File: config.mk
export PLATFORM = sky130hd
export DESIGN_NAME = btb_lookup_flat
export DESIGN_NICKNAME = d
export VERILOG_FILES = /design/src/rtl/btb_lookup_pkg.sv /design/src/rtl/btb_lookup_if.sv /design/src/rtl/btb_way_match.sv /design/src/rtl/btb_lookup.sv /design/src/flat_wrapper.sv
export SDC_FILE = /design/constraint.sdc
export NUM_CORES = 2
export LEC_CHECK = 0
export BUFFER_PORTS_ARGS = -buffer_cell sky130_fd_sc_hd__buf_4
export CAP_MARGIN = 20
export CORE_MARGIN = 2
export CORE_UTILIZATION = 61
export CTS_CLUSTER_SIZE = 16
export DETAILED_ROUTE_END_ITERATION = 12
export HOLD_SLACK_MARGIN = 0.05
export PLACE_DENSITY = 0.83
export SETUP_SLACK_MARGIN = 0.3
export SLEW_MARGIN = 20
export SYNTH_ARGS = -nofsm -noshare
export SYNTH_HDL_FRONTEND = slang
export SYNTH_SLANG_ARGS = --single-unit
File: constraint.sdc
create_clock -name clk -period 4.8 [get_ports clk]
set_input_delay 0 -clock clk [delete_from_list [all_inputs] [get_ports clk]]
set_output_delay 0 -clock clk [all_outputs]
set_load 0.005 [all_outputs]
File: src/rtl/btb_lookup_pkg.sv
// Shared constants, counter encodings and way-field positions for the
// 2-way branch target buffer.
package btb_lookup_pkg;

  localparam int BTB_SETS  = 8;
  localparam int BTB_TAG_W = 27;
  localparam int BTB_IDX_W = $clog2(BTB_SETS);
  localparam int WAY_W     = 64;
  localparam int BTB_SET_W = 2 * WAY_W;

  typedef enum logic [1:0] {
    STRONG_NOT_TAKEN = 2'b00,
    WEAK_NOT_TAKEN   = 2'b01,
    WEAK_TAKEN       = 2'b10,
    STRONG_TAKEN     = 2'b11
  } bp_state_e;

  // Way layout: {valid, tag, target, state, 2'b00}
  localparam int WAY_VALID_BIT = 63;
  localparam int WAY_TAG_MSB   = 62;
  localparam int WAY_TAG_LSB   = 36;
  localparam int WAY_TGT_MSB   = 35;
  localparam int WAY_TGT_LSB   = 4;
  localparam int WAY_ST_MSB    = 3;
  localparam int WAY_ST_LSB    = 2;

endpackage

File: src/rtl/btb_lookup_if.sv
// Lookup/update bundle between the fetch/EX pipeline (master) and the BTB (slave).
interface btb_lookup_if;
  import btb_lookup_pkg::*;

  logic [31:0]           pc_if;
  logic                  stall;
  logic                  flush;
  logic [31:0]           pc_ex;
  logic                  update_en;
  logic [BTB_SET_W-1:0]  write_set;
  logic                  next_LRU_write;
  logic                  predict_taken;
  logic [31:0]           predict_target;
  logic                  predict_taken_ex;
  logic [31:0]           predict_target_ex;
  logic [BTB_SET_W-1:0]  update_set;
  logic [BTB_TAG_W-1:0]  update_tag;
  logic [BTB_IDX_W-1:0]  update_index;
  logic [BTB_SETS-1:0]   LRU;

  modport master (
    output pc_if, stall, flush, pc_ex, update_en, write_set, next_LRU_write,
    input  predict_taken, predict_target, predict_taken_ex, predict_target_ex,
           update_set, update_tag, update_index, LRU
  );

  modport slave (
    input  pc_if, stall, flush, pc_ex, update_en, write_set, next_LRU_write,
    output predict_taken, predict_target, predict_taken_ex, predict_target_ex,
           update_set, update_tag, update_index, LRU
  );
endinterface

File: src/rtl/btb_way_match.sv
// Tag compare and taken/target decode for a single BTB way.
module btb_way_match
  import btb_lookup_pkg::*;
#(
  parameter int TAG_W = BTB_TAG_W
) (
  input  logic [WAY_W-1:0] way_i,
  input  logic [TAG_W-1:0] tag_i,
  output logic             hit_o,
  output logic             taken_o,
  output logic [31:0]      target_o
);

  bp_state_e state;
  logic      unused_way_bits;

  assign state    = bp_state_e'(way_i[WAY_ST_MSB:WAY_ST_LSB]);
  assign hit_o    = way_i[WAY_VALID_BIT] && (way_i[WAY_TAG_LSB +: TAG_W] == tag_i);
  assign taken_o  = hit_o && ((state == WEAK_TAKEN) || (state == STRONG_TAKEN));
  // Target is forced to zero unless this way produces a taken prediction.
  assign target_o = taken_o ? way_i[WAY_TGT_MSB:WAY_TGT_LSB] : 32'h0;

  assign unused_way_bits = ^way_i[1:0];

endmodule

File: src/rtl/btb_lookup.sv
// BTB storage, zero-latency IF prediction with write-first bypass, and the
// IF/ID -> ID/EX prediction pipeline feeding the EX-stage update logic.
module btb_lookup
  import btb_lookup_pkg::*;
#(
  parameter int NUM_SETS = BTB_SETS,
  parameter int TAG_W    = BTB_TAG_W
) (
  input  logic         clk,
  input  logic         rst,
  btb_lookup_if.slave  bus
);

  localparam int IDX_W = $clog2(NUM_SETS);
  localparam int SET_W = 2 * WAY_W;

  logic [SET_W-1:0]    set_q [NUM_SETS];
  logic [NUM_SETS-1:0] lru_q;

  logic [IDX_W-1:0]    idx_if;
  logic [IDX_W-1:0]    idx_ex;
  logic [TAG_W-1:0]    tag_if;
  logic [SET_W-1:0]    lookup_set;

  logic                hit_w1, taken_w1, hit_w2, taken_w2;
  logic [31:0]         target_w1, target_w2;

  logic                taken_p0;
  logic [31:0]         target_p0;
  logic                taken_p1_d, taken_p1_q, taken_p2_d, taken_p2_q;
  logic [31:0]         target_p1_d, target_p1_q, target_p2_d, target_p2_q;

  logic                unused_pc_bits;

  assign idx_if = bus.pc_if[IDX_W+1:2];
  assign idx_ex = bus.pc_ex[IDX_W+1:2];
  assign tag_if = bus.pc_if[31:32-TAG_W];

  assign unused_pc_bits = ^{bus.pc_if[1:0], bus.pc_ex[1:0]};

  // Write-first: a same-index update this cycle is what the fetch must see.
  always_comb begin
    lookup_set = set_q[idx_if];
    if (bus.update_en && !rst && (idx_ex == idx_if)) begin
      lookup_set = bus.write_set;
    end
  end

  btb_way_match #(.TAG_W(TAG_W)) u_match_w1 (
    .way_i    (lookup_set[SET_W-1 -: WAY_W]),
    .tag_i    (tag_if),
    .hit_o    (hit_w1),
    .taken_o  (taken_w1),
    .target_o (target_w1)
  );

  btb_way_match #(.TAG_W(TAG_W)) u_match_w2 (
    .way_i    (lookup_set[WAY_W-1:0]),
    .tag_i    (tag_if),
    .hit_o    (hit_w2),
    .taken_o  (taken_w2),
    .target_o (target_w2)
  );

  // ---- p0: IF-stage prediction; way1 has priority on a double hit ----
  assign taken_p0  = hit_w1 ? taken_w1  : taken_w2;
  assign target_p0 = hit_w1 ? target_w1 : target_w2;

  // ---- p1/p2: IF/ID and ID/EX prediction registers ----
  always_comb begin
    taken_p1_d  = taken_p1_q;
    target_p1_d = target_p1_q;
    taken_p2_d  = taken_p2_q;
    target_p2_d = target_p2_q;
    if (bus.flush) begin
      taken_p1_d  = 1'b0;
      target_p1_d = 32'h0;
      taken_p2_d  = 1'b0;
      target_p2_d = 32'h0;
    end else if (!bus.stall) begin
      taken_p1_d  = taken_p0;
      target_p1_d = target_p0;
      taken_p2_d  = taken_p1_q;
      target_p2_d = target_p1_q;
    end
  end

  always_ff @(posedge clk) begin
    if (rst) begin
      taken_p1_q  <= 1'b0;
      target_p1_q <= 32'h0;
      taken_p2_q  <= 1'b0;
      target_p2_q <= 32'h0;
    end else begin
      taken_p1_q  <= taken_p1_d;
      target_p1_q <= target_p1_d;
      taken_p2_q  <= taken_p2_d;
      target_p2_q <= target_p2_d;
    end
  end

  // Storage and LRU: only the EX update path writes; lookups never touch LRU.
  always_ff @(posedge clk) begin
    if (rst) begin
      for (int i = 0; i < NUM_SETS; i++) begin
        set_q[i] <= '0;
      end
      lru_q <= '0;
    end else if (bus.update_en) begin
      set_q[idx_ex] <= bus.write_set;
      lru_q[idx_ex] <= bus.next_LRU_write;
    end
  end

  assign bus.predict_taken     = taken_p0;
  assign bus.predict_target    = target_p0;
  assign bus.predict_taken_ex  = taken_p2_q;
  assign bus.predict_target_ex = target_p2_q;
  assign bus.update_set        = set_q[idx_ex];
  assign bus.update_tag        = bus.pc_ex[31:32-TAG_W];
  assign bus.update_index      = idx_ex;
  assign bus.LRU               = lru_q;

endmodule

File: src/flat_wrapper.sv
// flat-port wrapper written by rule: the top's interface ports become plain ports
module btb_lookup_flat import btb_lookup_pkg::*;
#(
  parameter int NUM_SETS = BTB_SETS,
  parameter int TAG_W    = BTB_TAG_W
)
  (clk, rst, bus_pc_if, bus_stall, bus_flush, bus_pc_ex, bus_update_en, bus_write_set, bus_next_LRU_write, bus_predict_taken, bus_predict_target, bus_predict_taken_ex, bus_predict_target_ex, bus_update_set, bus_update_tag, bus_update_index, bus_LRU);
  btb_lookup_if bus_i ();
  input  logic clk;
  input  logic rst;
  input wire logic [$bits(bus_i.pc_if)-1:0] bus_pc_if;
  input wire logic [$bits(bus_i.stall)-1:0] bus_stall;
  input wire logic [$bits(bus_i.flush)-1:0] bus_flush;
  input wire logic [$bits(bus_i.pc_ex)-1:0] bus_pc_ex;
  input wire logic [$bits(bus_i.update_en)-1:0] bus_update_en;
  input wire logic [$bits(bus_i.write_set)-1:0] bus_write_set;
  input wire logic [$bits(bus_i.next_LRU_write)-1:0] bus_next_LRU_write;
  output wire logic [$bits(bus_i.predict_taken)-1:0] bus_predict_taken;
  output wire logic [$bits(bus_i.predict_target)-1:0] bus_predict_target;
  output wire logic [$bits(bus_i.predict_taken_ex)-1:0] bus_predict_taken_ex;
  output wire logic [$bits(bus_i.predict_target_ex)-1:0] bus_predict_target_ex;
  output wire logic [$bits(bus_i.update_set)-1:0] bus_update_set;
  output wire logic [$bits(bus_i.update_tag)-1:0] bus_update_tag;
  output wire logic [$bits(bus_i.update_index)-1:0] bus_update_index;
  output wire logic [$bits(bus_i.LRU)-1:0] bus_LRU;
  assign bus_i.pc_if = bus_pc_if;
  assign bus_i.stall = bus_stall;
  assign bus_i.flush = bus_flush;
  assign bus_i.pc_ex = bus_pc_ex;
  assign bus_i.update_en = bus_update_en;
  assign bus_i.write_set = bus_write_set;
  assign bus_i.next_LRU_write = bus_next_LRU_write;
  assign bus_predict_taken = bus_i.predict_taken;
  assign bus_predict_target = bus_i.predict_target;
  assign bus_predict_taken_ex = bus_i.predict_taken_ex;
  assign bus_predict_target_ex = bus_i.predict_target_ex;
  assign bus_update_set = bus_i.update_set;
  assign bus_update_tag = bus_i.update_tag;
  assign bus_update_index = bus_i.update_index;
  assign bus_LRU = bus_i.LRU;
  btb_lookup #(.NUM_SETS(NUM_SETS), .TAG_W(TAG_W)) u_core (.clk(clk), .rst(rst), .bus(bus_i));
endmodule
Word-level counts from Yosys, hierarchy flattened
Memory sizes are Yosys's and may differ from the RTL's.
Cells that the tools add are included.

word-level totals
  register bits after elaboration = 74
  bits in latches = 0
  memories = 1
  memory bits (writable) = 1,024
  memory bits (read-only) = 0

cells by class
  divide/modulo/power cells = 0
  multiply operators = 0
  equality and inequality tests = 7
  shift-type cells = 0
  bitwise gates (word level) = 0
  muxes and demuxes = 16
  magnitude comparators = 2
  add/subtract/negate cells = 0
  reduce and logical (&&, ||, !) cells = 12

memories
  name          depth  width  rd ports  clocked after memory_dff  write ports  RTL line          text
  u_core.set_q  8      128    2         0                         8            btb_lookup.sv:17  logic [SET_W-1:0] set_q [NUM_SETS];

operator list
  operator              number
  $mux W128             2
  $reduce_or A128 Y1    1
  $mux W32              3
  $eq A27 B27 Y1        2
  $bwmux W8             1
  $eq A2 B2 Y1 const B  4
  $mux W1               8
  $logic_and A1 B1 Y1   7
  $lt A3 B4 Y1 const B  1
  $demux W1 S3          1
  $eq A3 B3 Y1          1
  $ge A3 B1 Y1 const B  1
  $mux W3               1
  $logic_or A1 B1 Y1    2
  $reduce_or A2 Y1      1
  $logic_not A1 Y1      1

Longest topological paths before layout
  word-level depth = 9
  depth in mapped cells = 17
  mapped depth without buffers = 9

Hierarchy
From an unflattened synthesis, not the netlist that was laid out.

second synthesis, totals
  cells, all modules = 4,237
  area, all modules = 59,951.2 µm²

modules (own cells, without submodules)
  module         area each (µm²)  cells an instance  instances
  btb_lookup     58,117.0         4,003              1
  btb_way_match  917.1            117                2

Least setup slack after synthesis
Ideal clock, no wire load.

  path type = input port to flip-flop
  start = in bus_pc_ex[3]
  end = mem u_core.set_q[2][0] (netlist name), enable pin
  buffers on the path = 2
  setup slack = 0.453 ns
  data arrival time = 3.860 ns
  library setup time = 0.487 ns
  required time = 4.313 ns
  stages on the path = 4
  path through = clkbuf_1 nor3b_1 clkbuf_1 a21o_1

RTL lines
  what         RTL line            text
  from (decl)  flat_wrapper.sv:14  input wire logic [$bits(bus_i.pc_ex)-1:0] bus_pc_ex;
  to (decl)    btb_lookup.sv:17

==> reports/metrics.cfg <==
[floorplan]
start_util = 0.6170
core_mm2 = 0.09194
dieArea_mm2 = 0.09545
core.rowCount = 111
die_h_um = 308.9
die_w_um = 308.9
io_pins = 430

[global_route]
grt_pass1_vias = 43660
grt_pass1_wl_mm = 277.1
antenna_found_initial = 16
grt_use_total = 0.3884
grt_max_degree = 356
grt-ovfl-total = 0

[finish]
final_nets = 4871
stdcell_area_mm2 = 0.06517
final_common_cell = edfxtp_1
syn_to_final_growth_pct = 14.89
final_cell_count_no_fill = 6019
drive_above_1_share = 0.1926
mostFrequentLayoutCells = 1,024 x edfxtp_1, 915 x and3_1, 523 x a22oi_1

[critical_path]
worst_path_most_repeated_cell = nor3_1
critical_path.slowest_cell = nor3_1
cpPeakStageDelay_ns = 0.59
worst-setup-path-type = reg -> out
cp.arrival_ns = 4.38
crit_required_ns = 4.80
path_max_fanout = 66
start_kind = flop
crit_path_end_kind = output port
crit_path_cell_trace = mux4_1 -> nor2b_1 -> nor3_1 -> o32ai_1 -> nor3_1 -> nand3_1 -> or4_1 -> nor2_4 -> buf_12 -> mux2_2 -> buf_4

[timing]
rsz0062_at_grt = no
worstMarginPinSlew_ns = 1.261
fin_crit_sh = 0.9123
hold_violations = 0
fmax_ghz = 0.2284
setup_slack_ns = 0.4210
setup_violations = 0
slew_violations = 0
min_period_ns = 4.379
clock_skew_ns = 0.02086
relSlewSlack = 0.1591
fin_setup_tns_ns = 0

[drt]
drc = 0
routed_wl_mm = 189.9
vias = 45300
viasPerCell = 7.526
wl_per_cell_um = 31.55
dr.pass1.iters = 9
ant_nets = 0
drt_iter0_markers = 8965

[logic_synthesis]
syn-mean-instance-area_um2 = 12.76
synthCells = 4444
synth_cell_types = 67
yosysSeqAreaShare = 0.5682
synth-seq-cells = 1098
synth_top_area_share = 0.5421
synth.area.top_cells = edfxtp_1 54%, and3_1 10%, mux4_2 8.6%, a22oi_1 6.9%, mux2i_1 3.2%
synth-edff-count = 1024
syn_nets = 4642
mappedNetlistArea_mm2 = 0.05673
yosysTopAreaCell = edfxtp_1
synth_top_flop_cell = edfxtp_1
yosysWarnings = 0
ys_async_sr_fraction = 0

[cts]
root_buffer = clkbuf_16
cts_tree = yes
clock_path_buffers = 3
cts_htree_levels = 3
clock_latency_ns = 0.70
numCtsBuffers = 112
cts.clk_slew.worst_paths_ns = 0.06
clock-sinks = 1098

[pwr]
pwr-share-clk = 0.369
switchingPower_uw = 6120
total_leakage_power_uw = 0.02581
p_per_area_mw_per_mm2 = 356.5
ir_drop_uv = 299.7
sw_frac_of_total = 0.2634
total_power_uw = 23230
share_comb_of_total_power = 0.140
internal_power_uw = 17110
p_seq_frac = 0.491

[placed_design]
portBuffers = 371
hpwl_mm = 105.2
dp_cells = 5641
pre_cts_slack_ns = 0.7276
placed_cell_area_mm2 = 0.05998
place_congestion = 0.9313

[worst_hold_path]
hp-class = in -> reg

[run_status]
status = complete, no violations

[flow_run]
cap_violations = 0

## registers in the layout (all words and copies together) (netlist names)
| register | cells |
|---|---|
| u_core.target_p1_q | 32 |
| u_core.set_q | 1024 |
| u_core.bus.LRU | 8 |
| u_core.bus.predict_target_ex | 32 |
| u_core.taken_p1_q | 1 |
| u_core.bus.predict_taken_ex | 1 |
## logic make-up after synthesis
logic type,count (synthesis),share of synthesized area
AOI/OAI and AO/OA,796,0.1007
xor gates and xnor gates,33,0.005095
buffers and inverters,555,0.04306
DFF,1098,0.5682
muxes,440,0.1273
and+or+nand+nor,1522,0.1557
## final timing paths
kind,start,to,slack (ns),cells past startpoint
worst min-delay path,bus_pc_if[29],u_core.target_p1_q[28],0.07,6
worst max register to register,u_core.set_q[7][102],u_core.target_p1_q[2],1.00,10
worst min register to register,u_core.bus.LRU[7],u_core.bus.LRU[7],0.46,2
worst max-delay path,u_core.set_q[1][122],bus_predict_target[1],0.42,11
## worst max-delay path: cells and delay by family (launching register included)
family / cells / cell delay, ns
flip-flops: 1 / 0.41
buffers and inverters: 2 / 0.43
AO/OA/AOI/OAI: 1 / 0.16
AND/OR/NAND/NOR: 6 / 1.66
multiplexers: 2 / 0.91
## what timing repair did
action                                   CTS  global route
endpoints found under the hold margin   1109             0
setup buffers                              0             3
hold buffers                             157             0
endpoints found under the setup margin     0            29
resized for setup                          0             1
## power by group through the flow
stage	sequential, uW	combinational [uW]	clock [uW]
floorplan	11500	1650	0
global placement	11500	2950	0
detailed placement	11600	2990	0
CTS	11400	3120	8530
global route	11500	3340	8880
finish	11400	3240	8570
## cell usage after synthesis, drive strengths merged, types with 5 or more instances
cell	number
a21oi	87
nand4	135
o31ai	65
o2bb2ai	6
mux4	220
mux2i	181
xnor2	28
or4	36
clkbuf	388
nor4	42
a22oi	523
nand3	40
inv	23
o22ai	26
dfxtp	74
and3	916
a21o	10
nor3b	5
buf	130
o21ai	26
nand2	65
a211oi	14
nand2b	7
a31oi	7
nor2	192
mux2	39
xor2	5
clkinv	14
edfxtp	1024
nor3	60
nor2b	9
## through the flow
step                        util  hold WS, ns
after global routing      0.7088      0.06314
after floorplan                -      0.08082
after global placement    0.6523   0.00003458
final                     0.7088      0.07179
after CTS                 0.7078      0.05678
after detailed placement  0.6523   0.00003458
## per-layer routing
metal	vias to the layer above	part of all wire	track usage
met1	21760	0.33	0.5080
met2	4463	0.45	0.5876
met3	768	0.15	0.1143
li1	18300	-	-
met5	-	0.00049	0
met4	14	0.059	0.2143
## final cells by class
type / instances / area, um2
tap: 1243 / 1555
inverter: 37 / 138.9
sequential: 1098 / 32230
fill: 6014 / 26770
multi-input combinational: 2791 / 22210
timing repair buffer: 633 / 5479
clock buffer: 139 / 2947
antenna: 10 / 25.02
clock inverter: 68 / 580.6
(Power assumes the default switching activity.)
